--- src/rtl/gen_pad_pkg.sv ---
`default_nettype none
// ============================================================================
// Module      : gen_pad_pkg
// Description : Shared types and constants for the Mega Drive pad poller.
// Revision    : 1.0 - initial release
// ============================================================================
package gen_pad_pkg;

    // Phase index within one poll frame (0..7)
    typedef logic [2:0] phase_t;

    localparam phase_t PH_BC   = 3'd0;  // TH=1: directions, B, C
    localparam phase_t PH_AS   = 3'd1;  // TH=0: A, START, presence
    localparam phase_t PH_SIX  = 3'd5;  // TH=0: 6-button signature
    localparam phase_t PH_XYZ  = 3'd6;  // TH=1: X, Y, Z, MODE
    localparam phase_t PH_LAST = 3'd7;

    // PAD_DI bit positions
    localparam int DI_D0 = 0;
    localparam int DI_D1 = 1;
    localparam int DI_D2 = 2;
    localparam int DI_D3 = 3;
    localparam int DI_TL = 4;
    localparam int DI_TR = 5;

    // Decoded buttons, 1 = pressed, UP in the MSB
    typedef struct packed {
        logic up;
        logic down;
        logic left;
        logic right;
        logic a;
        logic b;
        logic c;
        logic start;
        logic mode;
        logic x;
        logic y;
        logic z;
    } buttons_t;

    typedef enum logic [0:0] {
        ST_IDLE  = 1'b0,
        ST_PHASE = 1'b1
    } state_t;

    // Drop the buttons that only a 6-button pad can report
    function automatic buttons_t clear_six(input buttons_t b);
        buttons_t r;
        r      = b;
        r.mode = 1'b0;
        r.x    = 1'b0;
        r.y    = 1'b0;
        r.z    = 1'b0;
        return r;
    endfunction

endpackage
`default_nettype wire

--- src/rtl/pad_sync.sv ---
`default_nettype none
// ============================================================================
// Module      : pad_sync
// Description : Two-flop synchronizer; resets to all-ones (released pins).
// Revision    : 1.0 - initial release
// ============================================================================
module pad_sync #(
    parameter int WIDTH = 6
) (
    input  logic             clk,
    input  logic             rst_n,
    input  logic [WIDTH-1:0] din,
    output logic [WIDTH-1:0] dout
);

    logic [WIDTH-1:0] meta;
    logic [WIDTH-1:0] stable;

    // Two-stage capture of the asynchronous pad pins
    always_ff @(posedge clk or negedge rst_n) begin
        if (!rst_n) begin
            meta   <= '1;
            stable <= '1;
        end else begin
            meta   <= din;
            stable <= meta;
        end
    end

    assign dout = stable;

endmodule
`default_nettype wire

--- src/rtl/gen_pad_reader.sv ---
`default_nettype none
// ============================================================================
// Module      : gen_pad_reader
// Description : Polls a Mega Drive 3/6-button pad through the 8-phase TH
//               sequence and publishes decoded, active-high button flags.
// Revision    : 1.0 - initial release
// ============================================================================
module gen_pad_reader
    import gen_pad_pkg::*;
#(
    parameter int SETTLE     = 4,
    parameter int IDLE_TICKS = 20000
) (
    input  logic       CLK,
    input  logic       RESET_N,
    input  logic       CE,
    input  logic       J3BUT,
    input  logic [5:0] PAD_DI,
    output logic       PAD_TH,
    output logic       P_UP,
    output logic       P_DOWN,
    output logic       P_LEFT,
    output logic       P_RIGHT,
    output logic       P_A,
    output logic       P_B,
    output logic       P_C,
    output logic       P_START,
    output logic       P_MODE,
    output logic       P_X,
    output logic       P_Y,
    output logic       P_Z,
    output logic       PRESENT,
    output logic       SIX_BTN,
    output logic       VALID
);

    localparam int CNT_MAX = (IDLE_TICKS > SETTLE) ? IDLE_TICKS : SETTLE;
    localparam int CNT_W   = $clog2(CNT_MAX + 1);
    localparam logic [CNT_W-1:0] IDLE_END   = CNT_W'(IDLE_TICKS - 1);
    localparam logic [CNT_W-1:0] SETTLE_END = CNT_W'(SETTLE - 1);

    logic [5:0]       di_sync;
    logic [5:0]       pressed;

    state_t           state, state_d;
    logic [CNT_W-1:0] tick_cnt, tick_cnt_d;
    phase_t           phase, phase_d;
    logic             j3_frame, j3_frame_d;
    logic             frame_start;
    logic             sample_stb;
    logic             last_stb;

    // Sample strobes delayed to line up with the synchronizer latency
    logic             s1_vld, s1_last, s2_vld, s2_last;
    phase_t           s1_phase, s2_phase;

    buttons_t         shadow, shadow_d;
    logic             pres, pres_d;
    logic             six, six_d;
    buttons_t         btn_out;

    pad_sync #(.WIDTH(6)) u_sync (
        .clk   (CLK),
        .rst_n (RESET_N),
        .din   (PAD_DI),
        .dout  (di_sync)
    );

    assign pressed = ~di_sync;

    // TH high while idle, otherwise alternates with the phase index
    assign PAD_TH = (state == ST_PHASE) ? ~phase[0] : 1'b1;

    // Frame sequencer registers
    always_ff @(posedge CLK or negedge RESET_N) begin
        if (!RESET_N) begin
            state    <= ST_IDLE;
            tick_cnt <= '0;
            phase    <= PH_BC;
            j3_frame <= 1'b0;
        end else begin
            state    <= state_d;
            tick_cnt <= tick_cnt_d;
            phase    <= phase_d;
            j3_frame <= j3_frame_d;
        end
    end

    // Frame sequencer next-state: idle wait, then SETTLE ticks per phase
    always_comb begin
        state_d     = state;
        tick_cnt_d  = tick_cnt;
        phase_d     = phase;
        j3_frame_d  = j3_frame;
        frame_start = 1'b0;
        sample_stb  = 1'b0;
        last_stb    = 1'b0;
        if (CE) begin
            case (state)
                ST_IDLE: begin
                    if (tick_cnt == IDLE_END) begin
                        state_d     = ST_PHASE;
                        tick_cnt_d  = '0;
                        phase_d     = PH_BC;
                        j3_frame_d  = J3BUT;
                        frame_start = 1'b1;
                    end else begin
                        tick_cnt_d = tick_cnt + CNT_W'(1);
                    end
                end
                ST_PHASE: begin
                    if (tick_cnt == SETTLE_END) begin
                        sample_stb = 1'b1;
                        tick_cnt_d = '0;
                        if (phase == PH_LAST || (j3_frame && phase == PH_AS)) begin
                            last_stb = 1'b1;
                            state_d  = ST_IDLE;
                        end else begin
                            phase_d = phase + 3'd1;
                        end
                    end else begin
                        tick_cnt_d = tick_cnt + CNT_W'(1);
                    end
                end
                default: state_d = ST_IDLE;
            endcase
        end
    end

    // Delay the sample point two CLKs so the synchronized pins reflect
    // the pad state at the last tick of the phase
    always_ff @(posedge CLK or negedge RESET_N) begin
        if (!RESET_N) begin
            s1_vld   <= 1'b0;
            s1_last  <= 1'b0;
            s1_phase <= PH_BC;
            s2_vld   <= 1'b0;
            s2_last  <= 1'b0;
            s2_phase <= PH_BC;
        end else begin
            s1_vld   <= sample_stb;
            s1_last  <= last_stb;
            s1_phase <= phase;
            s2_vld   <= s1_vld;
            s2_last  <= s1_last;
            s2_phase <= s1_phase;
        end
    end

    // Per-phase capture into the shadow set
    always_comb begin
        shadow_d = shadow;
        pres_d   = pres;
        six_d    = six;
        if (s2_vld) begin
            case (s2_phase)
                PH_BC: begin
                    shadow_d.up    = pressed[DI_D0];
                    shadow_d.down  = pressed[DI_D1];
                    shadow_d.left  = pressed[DI_D2];
                    shadow_d.right = pressed[DI_D3];
                    shadow_d.b     = pressed[DI_TL];
                    shadow_d.c     = pressed[DI_TR];
                end
                PH_AS: begin
                    shadow_d.a     = pressed[DI_TL];
                    shadow_d.start = pressed[DI_TR];
                    pres_d         = pressed[DI_D2] & pressed[DI_D3];
                end
                PH_SIX: begin
                    six_d = &pressed[DI_D3:DI_D0];
                end
                PH_XYZ: begin
                    if (six) begin
                        shadow_d.z    = pressed[DI_D0];
                        shadow_d.y    = pressed[DI_D1];
                        shadow_d.x    = pressed[DI_D2];
                        shadow_d.mode = pressed[DI_D3];
                    end
                end
                default: ;
            endcase
        end
    end

    // Shadow registers: cleared at frame start, updated on each sample
    always_ff @(posedge CLK or negedge RESET_N) begin
        if (!RESET_N) begin
            shadow <= '0;
            pres   <= 1'b0;
            six    <= 1'b0;
        end else if (frame_start) begin
            shadow <= '0;
            pres   <= 1'b0;
            six    <= 1'b0;
        end else begin
            shadow <= shadow_d;
            pres   <= pres_d;
            six    <= six_d;
        end
    end

    // Atomic output update with masking at the end of each frame
    always_ff @(posedge CLK or negedge RESET_N) begin
        if (!RESET_N) begin
            btn_out <= '0;
            PRESENT <= 1'b0;
            SIX_BTN <= 1'b0;
            VALID   <= 1'b0;
        end else begin
            VALID <= s2_vld & s2_last;
            if (s2_vld && s2_last) begin
                PRESENT <= pres_d;
                SIX_BTN <= pres_d & six_d & ~j3_frame;
                if (!pres_d) begin
                    btn_out <= '0;
                end else if (six_d && !j3_frame) begin
                    btn_out <= shadow_d;
                end else begin
                    btn_out <= clear_six(shadow_d);
                end
            end
        end
    end

    assign P_UP    = btn_out.up;
    assign P_DOWN  = btn_out.down;
    assign P_LEFT  = btn_out.left;
    assign P_RIGHT = btn_out.right;
    assign P_A     = btn_out.a;
    assign P_B     = btn_out.b;
    assign P_C     = btn_out.c;
    assign P_START = btn_out.start;
    assign P_MODE  = btn_out.mode;
    assign P_X     = btn_out.x;
    assign P_Y     = btn_out.y;
    assign P_Z     = btn_out.z;

endmodule
`default_nettype wire

--- config.mk ---
export PLATFORM = sky130hd
export DESIGN_NAME = gen_pad_reader
export DESIGN_NICKNAME = d
export VERILOG_FILES = /design/src/rtl/gen_pad_pkg.sv /design/src/rtl/pad_sync.sv /design/src/rtl/gen_pad_reader.sv
export SDC_FILE = /design/constraint.sdc
export NUM_CORES = 1
export LEC_CHECK = 0
export ABC_CLOCK_PERIOD_IN_PS = 5950
export CAP_MARGIN = 20
export CORE_MARGIN = 8
export CORE_UTILIZATION = 54
export CTS_BUF_LIST = sky130_fd_sc_hd__clkbuf_4
export CTS_CLUSTER_SIZE = 8
export DETAILED_ROUTE_END_ITERATION = 6
export PLACE_DENSITY = 0.83
export SYNTH_ARGS = -nofsm -noshare
export SYNTH_HDL_FRONTEND = slang
export SYNTH_SLANG_ARGS = --single-unit
--- constraint.sdc ---
create_clock -name CLK -period 5.95 [get_ports CLK]
set_input_delay 0.595 -clock CLK [delete_from_list [all_inputs] [get_ports CLK]]
set_output_delay 0.595 -clock CLK [all_outputs]
set_load 0.1 [all_outputs]
-- Word-level counts from Yosys, hierarchy flattened
Index checks and enable logic that the tools add are counted.
- input bits: 10
- flip-flop bits (word level): 71
- logic and storage cells: 107
- output and inout port bits: 16
- add/subtract/negate cells: 2
- reductions and logical operators: 9
- equal/unequal tests: 10
- mux-type cells: 37
- bitwise gates (word level): 8
- operator list (kind ; count):
    12-bit 2-to-1 mux ; 3
    15-bit 2-to-1 mux ; 2
    15-bit case mux with 2 select lines ; 1
    1-bit 2-to-1 mux ; 21
    4-bit 2-to-1 mux ; 4
    15-bit by 1-bit adder with 15-bit output (second input constant) ; 1
    15-bit == test (second input constant) ; 1
    15-bit by 2-bit == test with 1-bit output (second input constant) ; 1
    3-bit == test (second input constant) ; 3
    3-bit 2-to-1 mux ; 3
    4-bit AND reduction ; 2
    3-bit by 1-bit == test with 1-bit output (second input constant) ; 2
    6-bit NOT ; 1
    3-bit case mux with 2 select lines ; 1
    1-bit AND ; 4
    2-bit inequality test (second input constant) ; 2
    3-bit by 1-bit adder with 3-bit output (second input constant) ; 1
    1-bit logical AND ; 3
    3-bit logical NOT ; 1
    1-bit NOT ; 3
    3-bit AND reduction ; 1
    2-bit 2-to-1 mux ; 1
    2-bit by 1-bit inequality test with 1-bit output (second input constant) ; 1
    1-bit case mux with 2 select lines ; 1
    other kinds (2) ; 2

-- Depth between registers and ports, before layout
Gate-level depths: netlist of the first run.
- word-level depth: 7
- mapped depth: 6

-- Modules after synthesis
Synthesis of the first run repeated with hierarchy kept, for this count alone.
- cell total of the unflattened synthesis: 233
- area, all modules: 2855.2 um^2
- modules (own cells, without submodules) (module ; cells an instance ; seq. area each (um^2) ; area an instance (um^2) ; times used):
    gen_pad_reader ; 221 ; 1476.4 ; 2539.9 ; 1
    pad_sync ; 12 ; 315.3 ; 315.3 ; 1

-- Worst setup path before layout of the first run
OpenSTA, ideal clock, no wires.
- kind: register -> register
- start: register tick_cnt[0]
- end: register j3_frame
- path slack: 3.872 ns
- data arrival time: 1.953 ns
- stages on the path, launching flop included: 6
- clock period less this slack: 2.078 ns
- setup time: 0.125 ns
- path buffers: 0
- required time: 5.825 ns
- cell sequence: dfrtp_1 -> ha_1 -> or4b_4 -> nor4_4 -> and2_4 -> mux2_2
- word-level cells in the longest chain between the ends: 2
- ends and longest elaborated chain (element ; line ; RTL):
    from (decl) ; gen_pad_reader.sv:46 ; logic [CNT_W-1:0] tick_cnt, tick_cnt_d;
    from (signal assigned) ; gen_pad_reader.sv:83 ; tick_cnt <= tick_cnt_d;
    15-bit == test ; gen_pad_reader.sv:101 ; if (tick_cnt == IDLE_END) begin
    3-bit AND reduction (no line) ; - ;
    to (signal assigned) ; gen_pad_reader.sv:85 ; j3_frame <= j3_frame_d;
    to (decl) ; gen_pad_reader.sv:48 ; logic j3_frame, j3_frame_d;
No other way between the ends.
A chain may end at the register's enable or synchronous reset.

-- Final worst setup path of the first run
- start: register phase[0]
- end: output PAD_TH
- word-level cells in the longest chain between the ends: 2
- ends and longest elaborated chain (element ; line ; RTL):
    from (decl) ; gen_pad_reader.sv:47 ; phase_t phase, phase_d;
    from (signal assigned) ; gen_pad_reader.sv:84 ; phase <= phase_d;
    1-bit NOT ; gen_pad_reader.sv:72 ; assign PAD_TH = (state == ST_PHASE) ? ~phase[0] : 1'b1;
    1-bit 2-to-1 mux ; gen_pad_reader.sv:72 ;
    to (decl) ; gen_pad_reader.sv:19 ; output logic PAD_TH,
No other way between the ends.

==> qor.yml, run 1 <==
cpPeakStageDelay_ns: 1.13
dp_hpwl_um: 3730
synthArstFlopShare_pct: 100
min_period_over_period_pct: 44.8
viasPerCell: 5.58
synthCells: 229
cellLeakagePower_nw: 1.56
slew_violations: 0
endpoint_kind: "primary output"
drive_above_1_share_pct: 15.0
antenna_found_initial: 0
post-route-min-period_ns: 2.67
drt-total-wl_um: 5490
path_class: "reg2out"
relSlewSlack_pct: 34.3
ys_types: 43
cts-root-buf: "clkbuf_4"
syn_avg_cell_area_sq_um: 12.5
pwr-share-seq_pct: 54.7
vdd_drop_max_mv: 0.197
power-per-cell-area_nw_per_um2: 293
drtAntennaViolNets: 0
hold_viol_final: 0
ys.flop_type: "dfrtp_1"
yosys.area.top_type: "dfrtp_1"
track_usage_pct: 15.7
ys_seq_area_share_pct: 62.8
tns_ns: 0
hold_buffers: 0
fmax_mhz: 375
ys_top_cells_by_area: "dfrtp_1 52%, dfstp_2 11%, a22o_1 3.7%"
path_max_fanout: 5
grt_start_max_net_pins: 72
reg2reg_slack_ns: 3.60
cts.sinks: 71
yosysTopAreaCellShare_pct: 51.8
maxCapViolCount: 0
synth_common_cells: "59 x dfrtp_1, 18 x nand2_1, 13 x nor2b_1"
finClkSkew_ns: 0.00805
yosys_warnings: 0
dieWidth_um: 88.7
syn-num-nets: 243
diodes: 0
switchingPower_w: 0.000230
coreArea_sq_um: 5110
worst_pin_slew_ns: 0.983
reg2reg_from: "tick_cnt[0]"
numPortBuffers: 25
r2r_end: "j3_frame"
dieHeight_um: 88.7
critPathSlowestCell: "clkdlybuf4s50_1"
drt-initial-drc-count: 72
synth.most_common_cell: "dfrtp_1"
dieArea_sq_um: 7870
fin_nets: 275
cts_buffer_depth: 2
cts-htree-levels: 3
status: "completed"
required_ns: 5.36
row_count: 26
clock_latency_ns: 0.40
cts-resized-gates: 0
drtPass1Iterations: 4
area_delta_synth_final_pct: 17.5
min_to: "s2_phase[1]"
ys_ff_latch: 71
drc: 0
rsz0062_at_grt: "no"
final_area_sq_um: 3350
ioPinCount: 26
cts_tree: "yes"
r2r_cells: 5
whs_path_depth: 0
vias: 1875
gp_congestion: 0.881
avgRoutedWirePerCell_um: 16.3
cp_cell_sequence: "nand2_1 > clkdlybuf4s50_1"
cts_setup_buffers: 0
start_util_pct: 55.9
clkTransAtPathRegs_ns: 0.11
min-delay-start: "s1_phase[1]"
crit_arrival_ns: 2.07
hold_path_class: "reg2reg"
pwr-share-clk_pct: 38.8
netlist_area_sq_um: 2850
power.internal_w: 0.000751
grt_pass1_wl_um: 9260
worstSetupStartpointType: "flip-flop"
placed_area_sq_um: 3170
synth_edf_count: 0
grt.overflow.total: 0
setup_viol: 0
switching_share_pct: 23.5
comb_power_share_pct: 6.5
grt_pass1_vias: 1896
cts_made_buffers: 9
-- worst max-delay path, delay by kind of cell (launching register included) --
family	cells	cell delay, ns
buffers and inverters	1	1.13
AND/OR/NAND/NOR	1	0.10
flip-flops	1	0.45
-- area by class of cell --
| class | instances | area, sq um |
|---|---|---|
| Timing Repair Buffer | 26 | 253 |
| Clock inverter | 6 | 109 |
| Fill cell | 394 | 1760 |
| Tap cell | 70 | 87.6 |
| Clock buffer | 10 | 75.1 |
| Sequential cell | 71 | 1790 |
| Inverter | 12 | 45.0 |
| Multi-Input combinational cell | 141 | 990 |
-- cell families (layout without fill, tap and decap cells) --
logic type	count (synthesis)	count (layout)	synth area share [%]
and+or+nand+nor	80	80	16.8
adders and majority gates	4	4	1.75
AOI/OAI and AO/OA	39	39	10.2
xor gates and xnor gates	10	10	3.07
muxes	8	8	2.85
DFF	71	71	62.8
buffers and inverters	17	54	2.50
-- cells in the final DEF (no fill, tap or decap), types with 5 or more instances in the layout --
| cell | instances |
|---|---|
| nand3_1 | 5 |
| mux2i_1 | 7 |
| xnor2_1 | 7 |
| nand4_1 | 7 |
| nor2b_1 | 13 |
| inv_1 | 12 |
| nand2_1 | 18 |
| o21ai_0 | 12 |
| nor2_1 | 11 |
| dfstp_2 | 12 |
| clkdlybuf4s50_1 | 24 |
| clkbuf_4 | 10 |
| a22o_1 | 12 |
| dfrtp_1 | 59 |
-- flip-flops by register name, summed over array words and instances, names as in the netlist, 3 cells and up --
register,count
u_sync.dout,6
u_sync.meta,6
tick_cnt,15
s2_phase,3
phase,3
s1_phase,3
shadow,12
-- metrics by stage --
step	utilization, %	total power [W]	setup WS, ns	hold slack, ns	instances
after floorplan	-	0.000577	3.87	0.299	229
after CTS	65.6	0.000987	3.25	0.363	336
after detailed placement	62.0	0.000608	3.55	0.336	320
after global placement	62.0	0.000603	3.63	0.333	320
after global routing	65.6	0.00102	3.19	0.367	336
final	65.6	0.000981	3.28	0.361	336
-- worst max path at each step --
stage	startpoint	to	slack, ns
after floorplan	tick_cnt[0]	j3_frame	3.87
after global placement	CE	tick_cnt[14]	3.63
after detailed placement	CE	tick_cnt[11]	3.55
after CTS	phase[0]	PAD_TH	3.25
after global routing	state	PAD_TH	3.19
final	phase[0]	PAD_TH	3.28
-- power groups by stage --
stage	registers (W)	logic (W)	clock network, W
2_1_floorplan	0.000531	0.0000464	0
3_3_place_gp	0.000543	0.0000601	0
3_5_place_dp	0.000545	0.0000630	0
4_1_cts	0.000536	0.0000652	0.000386
5_1_grt	0.000539	0.0000730	0.000406
6_report	0.000537	0.0000640	0.000380
-- routing by layer --
| layer | wire length (um) | share of wire, % | global-route usage, % | vias up |
|---|---|---|---|---|
| li1 | - | - | - | 881 |
| met1 | 2360 | 43 | 18.4 | 939 |
| met2 | 2770 | 51 | 25.8 | 43 |
| met3 | 236 | 4.3 | 3.25 | 12 |
| met4 | 123 | 2.2 | 9.22 | 0 |
| met5 | 0 | 0 | 0 | - |
No activity file was read; power rests on OpenSTA's default activity.
==> run 2, diff against run 1 <==
--- a/config.mk
+++ b/config.mk
@@ -5,14 +5,14 @@
 export SDC_FILE = /design/constraint.sdc
 export NUM_CORES = 1
 export LEC_CHECK = 0
-export ABC_CLOCK_PERIOD_IN_PS = 5950
+export ABC_CLOCK_PERIOD_IN_PS = 2400
 export CAP_MARGIN = 20
 export CORE_MARGIN = 8
-export CORE_UTILIZATION = 54
+export CORE_UTILIZATION = 53
 export CTS_BUF_LIST = sky130_fd_sc_hd__clkbuf_4
 export CTS_CLUSTER_SIZE = 8
 export DETAILED_ROUTE_END_ITERATION = 6
-export PLACE_DENSITY = 0.83
+export PLACE_DENSITY = 0.84
 export SYNTH_ARGS = -nofsm -noshare
 export SYNTH_HDL_FRONTEND = slang
 export SYNTH_SLANG_ARGS = --single-unit
==> constraint.sdc (replaced) <==
create_clock -name CLK -period 2.4 [get_ports CLK]
set_input_delay 0.24 -clock CLK [delete_from_list [all_inputs] [get_ports CLK]]
set_output_delay 0.24 -clock CLK [all_outputs]
set_load 0.1 [all_outputs]
==> run 2 against run 1 <==
Die area rose by 1.5%. Largest cell class unchanged. Hold slack got worse by 0.14 ns. Worst setup slack got worse by 3.1 ns. Power rose by 110%.
==> qor.yml, run 2 (synthesis results as in run 1) <==
pwr-share-clk_pct: 28.7  # -10 points
vias: 1877  # +0.11%
finClkSkew_ns: 0.0120  # +0.00399 ns
drive_above_1_share_pct: 22.1  # +7.0 points
dieArea_sq_um: 7990  # +1.5%
dp_hpwl_um: 3660  # -1.9%
track_usage_pct: 15.1  # -0.56 points
largest_register_ffs: 15  # unchanged
maxCapViolCount: 0  # unchanged
tns_ns: 0  # unchanged
path_class: "reg2reg"
area_delta_synth_final_pct: 15.5
cp_cell_sequence: "ha_1 > or4b_4 > nor4_4 > and2_4 > mux2_2"
switching_share_pct: 26.4  # +3.0 points
vdd_drop_max_mv: 0.456  # +130%
hold_path_class: "in2reg"
grt.overflow.total: 0  # unchanged
worst_pin_slew_ns: 0.393  # -0.589 ns
cellLeakagePower_nw: 1.59  # +1.8%
path_buf_inv: 0  # -1
relSlewSlack_pct: 73.7  # +39 points
top_regs: "tick_cnt: 15 flops, shadow: 12 flops"
placed_area_sq_um: 3180  # +0.32%
cpPeakStageDelay_ns: 0.51  # -0.62 ns
final_common_cell: "dfrtp_1"
drtAntennaViolNets: 0  # unchanged
met3_usage_pct: 6.16  # +2.9 points
endpoint_kind: "flip-flop"
regMostFlops: "tick_cnt"
cts_made_buffers: 9  # unchanged
cts_buffer_depth: 2  # unchanged
final_area_sq_um: 3290  # -1.7%
fin_nets: 281  # +2.2%
avgRoutedWirePerCell_um: 15.4  # -5.8%
grt_pass1_vias: 1939  # +2.3%
start_util_pct: 55.5  # -0.35 points
power-per-cell-area_nw_per_um2: 632  # +120%
grtUsageMet2_pct: 25.7  # -0.085 points
min_period_over_period_pct: 92.3
dieWidth_um: 89.4  # +0.77%
ioPinCount: 26  # unchanged
clkTransAtPathRegs_ns: 0.11  # about the same
drtPass1Iterations: 4  # unchanged
clock_latency_ns: 0.41  # about the same
switchingPower_w: 0.000550  # +140%
coreArea_sq_um: 5140  # +0.64%
drt-initial-drc-count: 99  # +38%
row_count: 26  # unchanged
pwr-share-seq_pct: 63.7  # +9.0 points
hold_viol_final: 0  # unchanged
numPortBuffers: 25  # unchanged
gp_congestion: 0.902  # +2.4%
viasPerCell: 5.49  # -1.6%
comb_power_share_pct: 7.6  # +1.1 points
antenna_found_initial: 0  # unchanged
drt-total-wl_um: 5260  # -4.1%
cp_top_family: "simple AND/OR/NAND/NOR gates"
grt_pass1_wl_um: 9070  # -2.1%
dieHeight_um: 89.4  # +0.77%
cts-htree-levels: 3  # unchanged
grt_start_max_net_pins: 72  # unchanged
cts_tree: "yes"
drc: 0  # unchanged
crit_arrival_ns: 2.52  # +0.45 ns
status: "completed"
post-route-min-period_ns: 2.22
layout_common_cells: "59 x dfrtp_1, 21 x buf_4, 18 x nand2_1"
cts-root-buf: "clkbuf_4"
path_max_fanout: 15  # +10
busiest_layer: "met2"
cts_setup_buffers: 0  # unchanged
diodes: 0  # unchanged
power.internal_w: 0.00153  # +100%
slew_violations: 0  # unchanged
required_ns: 2.70  # -2.66 ns
setup_viol: 0  # unchanged
fmax_mhz: 451
critPathSlowestCell: "or4b_4"
worstSetupStartpointType: "flip-flop"
met1_usage_pct: 16.8  # -1.6 points
rsz0062_at_grt: "no"
cts.sinks: 71  # unchanged
-- run 2: cell count changes in the layout (fill, tap and decap cells not counted) --
| cell | before | now |
|---|---|---|
| buf_4 | 1 | 21 |
| clkinvlp_4 | 2 | 3 |
| buf_12 | 0 | 1 |
| clkinv_2 | 0 | 2 |
| bufinv_16 | 3 | 0 |
| dlygate4sd3_1 | 0 | 1 |
| clkinv_1 | 1 | 2 |
| clkbuf_4 | 10 | 9 |
| clkdlybuf4s50_1 | 24 | 8 |
-- run 2: path summary, 6_finish.rpt --
check	startpoint	end	slack, ns	depth (start not counted)
max in group asynchronous	RESET_N	u_sync.dout[5]	1.69	3
worst max-delay path	tick_cnt[0]	j3_frame	0.18	5
worst min register to register	s1_phase[0]	s2_phase[0]	0.36	0
worst min-delay path	PAD_DI[0]	u_sync.meta[0]	0.23	1
min in group asynchronous	RESET_N	PRESENT	0.37	3
worst max register to register	tick_cnt[0]	j3_frame	0.18	5
-- run 2: per-layer routing --
| metal | up-vias | routed length (um) |
|---|---|---|
| met5 | - | 0 |
| met4 | 0 | 79 |
| met3 | 11 | 209 |
| met2 | 34 | 2700 |
| met1 | 933 | 2270 |
| li1 | 899 | - |
-- run 2: area by class of cell --
cell class | count | area, sq um
Fill cell | 428 | 1850
Sequential cell | 71 | 1790
Multi-Input combinational cell | 141 | 990
Timing Repair Buffer | 32 | 273
Tap cell | 70 | 87.6
Clock buffer | 9 | 67.6
Inverter | 12 | 45.0
Clock inverter | 7 | 40.0
-- run 2: power by group through the flow --
| stage | logic [W] | clock network, W | registers (W) |
|---|---|---|---|
| 2_1_floorplan | 0.000115 | 0 | 0.00132 |
| 3_3_place_gp | 0.000153 | 0 | 0.00134 |
| 3_5_place_dp | 0.000159 | 0 | 0.00134 |
| 6_report | 0.000158 | 0.000597 | 0.00133 |
| 5_1_grt | 0.000183 | 0.000674 | 0.00134 |
| 4_1_cts | 0.000161 | 0.000623 | 0.00132 |
-- run 2: stage by stage --
step / hold WS, ns / util (%) / power, W / setup slack (ns) / instances
after global routing: 0.182 / 64.1 / 0.00219 / 0.0342 / 342
after global placement: 0.284 / 61.8 / 0.00150 / 0.278 / 325
after detailed placement: 0.290 / 61.8 / 0.00150 / 0.201 / 325
after CTS: 0.200 / 64.1 / 0.00211 / 0.186 / 342
final: 0.225 / 64.1 / 0.00208 / 0.185 / 342
after floorplan: -0.0556 / - / 0.00143 / 0.322 / 229
-- run 2: what timing repair did --
item                                   CTS  global route
hold buffers                             1             0
resized for setup                        0             0
endpoints found under the hold margin   59             0
==> run 3, diff against run 2 <==
--- a/config.mk
+++ b/config.mk
@@ -7,12 +7,11 @@
 export LEC_CHECK = 0
 export ABC_CLOCK_PERIOD_IN_PS = 2400
 export CAP_MARGIN = 20
-export CORE_MARGIN = 8
 export CORE_UTILIZATION = 53
 export CTS_BUF_LIST = sky130_fd_sc_hd__clkbuf_4
 export CTS_CLUSTER_SIZE = 8
 export DETAILED_ROUTE_END_ITERATION = 6
-export PLACE_DENSITY = 0.84
+export PLACE_DENSITY = 0.77
 export SYNTH_ARGS = -nofsm -noshare
 export SYNTH_HDL_FRONTEND = slang
 export SYNTH_SLANG_ARGS = --single-unit
==> run 3 against run 2 <==
Clock-buffer cell count is 2 higher. Sequential power hardly changed. Worst setup slack better by 0.0041 ns. Critical endpoint unchanged. Largest cell class unchanged.
==> qor.yml, run 3 (synthesis results as in run 1) <==
worst_pin_slew_ns: 0.538  # +0.144 ns
min-delay-start: "PAD_DI[4]"
row_count: 26  # unchanged
fillers: 419  # -2.1%
antenna_found_initial: 0  # unchanged
rsz0062_at_grt: "no"
cts_tree: "yes"
vdd_drop_max_mv: 0.402  # -12%
cellLeakagePower_nw: 1.60  # +0.57%
grt_pass1_wl_um: 8480  # -6.5%
critPathSlowestCell: "or4b_4"
power.total_w: 0.00210  # +0.82%
endpoint_kind: "flip-flop"
grt_start_max_net_pins: 28  # -61%
worst_hold_slack_ns: 0.221  # -0.00394 ns
cts-root-buf: "clkbuf_4"
drt-initial-drc-count: 66  # -33%
cts_made_buffers: 9  # unchanged
busiest_layer: "met2"
tns_ns: 0  # unchanged
status: "completed"
area_delta_synth_final_pct: 15.3
pwr-share-clk_pct: 29.2  # +0.5 points
vias: 1853  # -1.3%
hold_path_class: "in2reg"
post-route-min-period_ns: 2.21  # -0.00410 ns
dieWidth_um: 75.4  # -16%
drtPass1Iterations: 4  # unchanged
drt-total-wl_um: 5080  # -3.4%
cts.sinks: 71  # unchanged
coreArea_sq_um: 5140  # unchanged
dp_hpwl_um: 3580  # -2.0%
met3_usage_pct: 7.01  # +0.85 points
fmax_mhz: 452  # +0.19%
grt_pass1_vias: 1791  # -7.6%
grtUsageMet2_pct: 31.5  # +5.8 points
worstSetupStartpointType: "flip-flop"
fin_nets: 282  # +0.36%
met1_usage_pct: 27.7  # +11 points
dieHeight_um: 75.4  # -16%
clkTransAtPathRegs_ns: 0.11  # about the same
reg2reg_from: "tick_cnt[1]"
cp_cell_sequence: "ha_1 > or4b_4 > nor4_4 > and2_4 > mux2_2"
gp_congestion: 0.855  # -5.2%
start_util_pct: 55.5  # unchanged
multiInputGateArea_sq_um: 990  # unchanged
min_period_over_period_pct: 92.1  # -0.17 points
largest_register_ffs: 15  # unchanged
maxCapViolCount: 0  # unchanged
final_common_cell: "dfrtp_1"
drc: 0  # unchanged
slew_violations: 0  # unchanged
drtAntennaViolNets: 0  # unchanged
setup_viol: 0  # unchanged
viasPerCell: 5.40  # -1.6%
hold_viol_final: 0  # unchanged
grt.overflow.total: 0  # unchanged
relSlewSlack_pct: 64.2  # -9.5 points
avgRoutedWirePerCell_um: 14.8  # -3.7%
clock_latency_ns: 0.41  # about the same
required_ns: 2.71  # about the same
regArea_sq_um: 1790  # unchanged
path_class: "reg2reg"
diodes: 0  # unchanged
critPathLaunch: "tick_cnt[1]"
crit_arrival_ns: 2.52  # about the same
cts-htree-levels: 3  # unchanged
numPortBuffers: 25  # unchanged
drive_above_1_share_pct: 22.3  # +0.29 points
track_usage_pct: 20.8  # +5.7 points
cpPeakStageDelay_ns: 0.52  # about the same
finClkSkew_ns: 0.00738  # -0.00467 ns
cts_buffer_depth: 2  # unchanged
layout_common_cells: "59 x dfrtp_1, 23 x buf_4, 18 x nand2_1"
comb_power_share_pct: 7.4  # -0.2 points
switching_share_pct: 25.9  # -0.50 points
ioPinCount: 26  # unchanged
dieArea_sq_um: 5680  # -29%
pwr-share-seq_pct: 63.4  # -0.3 points
path_max_fanout: 5  # -10
regMostFlops: "tick_cnt"
top_regs: "tick_cnt: 15 flops, shadow: 12 flops"
switchingPower_w: 0.000544  # -1.1%
power.internal_w: 0.00155  # +1.5%
power-per-cell-area_nw_per_um2: 638  # +0.97%
[run 3: changes by cell type in the layout (fill, tap and decap cells not counted), sizes merged]
cell	before	now
buf	23	24
clkbuf	9	11
clkinvlp	3	1
[run 3: critical path, delay by kind of cell (launching register included)]
family / cells / cell delay [ns]
fa+ha+maj: 1 / 0.24
flops: 1 / 0.44
mux: 1 / 0.32
simple gates: 3 / 1.10
[run 3: repair_timing]
| item | CTS | global route |
|---|---|---|
| setup buffers | 0 | 0 |
| gates resized for setup | 0 | 0 |
| hold buffers | 1 | 0 |
| endpoints found under the hold margin | 17 | 0 |
[run 3: metrics by stage]
stage	worst slack (ns)	instance area, sq um	util, %	cells
2_1_floorplan	0.322	2850	-	229
3_3_place_gp	0.297	3170	61.7	326
3_5_place_dp	0.197	3170	61.7	326
4_1_cts	0.183	3290	64.0	343
5_1_grt	0.0860	3290	64.0	343
6_report	0.189	3290	64.0	343
[run 3: layer usage]
metal	vias to the layer above	part of all wire, %
met2	26	47
met3	10	3.7
li1	904	-
met5	-	0
met4	0	1.8
met1	913	47
[run 3: worst paths after layout]
check | to | slack [ns] | cells after the start
max in group asynchronous | u_sync.meta[1] | 1.27 | 3
setup reg to reg | j3_frame | 0.19 | 5
hold reg to reg | s2_phase[2] | 0.36 | 0
hold / removal | u_sync.meta[4] | 0.22 | 1
setup / recovery | j3_frame | 0.19 | 5
min in group asynchronous | P_LEFT | 0.33 | 2
[run 3: cell type report]
| class | instances | share of cell area (%) |
|---|---|---|
| flip-flops and latches | 71 | 54.5 |
| repair buffers | 33 | 8.14 |
| clock inverters | 5 | 0.761 |
| clock buffers | 11 | 2.51 |
| multi-input cells | 141 | 30.1 |
| well taps | 70 | 2.66 |
| inverters | 12 | 1.37 |
[run 3: power groups by stage]
stage               Clock [W]  Combinational (W)  Sequential [W]
floorplan                   0           0.000115         0.00132
global placement            0           0.000154         0.00134
detailed placement          0           0.000156         0.00135
CTS                  0.000638           0.000157         0.00133
global route         0.000674           0.000179         0.00134
finish               0.000613           0.000156         0.00133
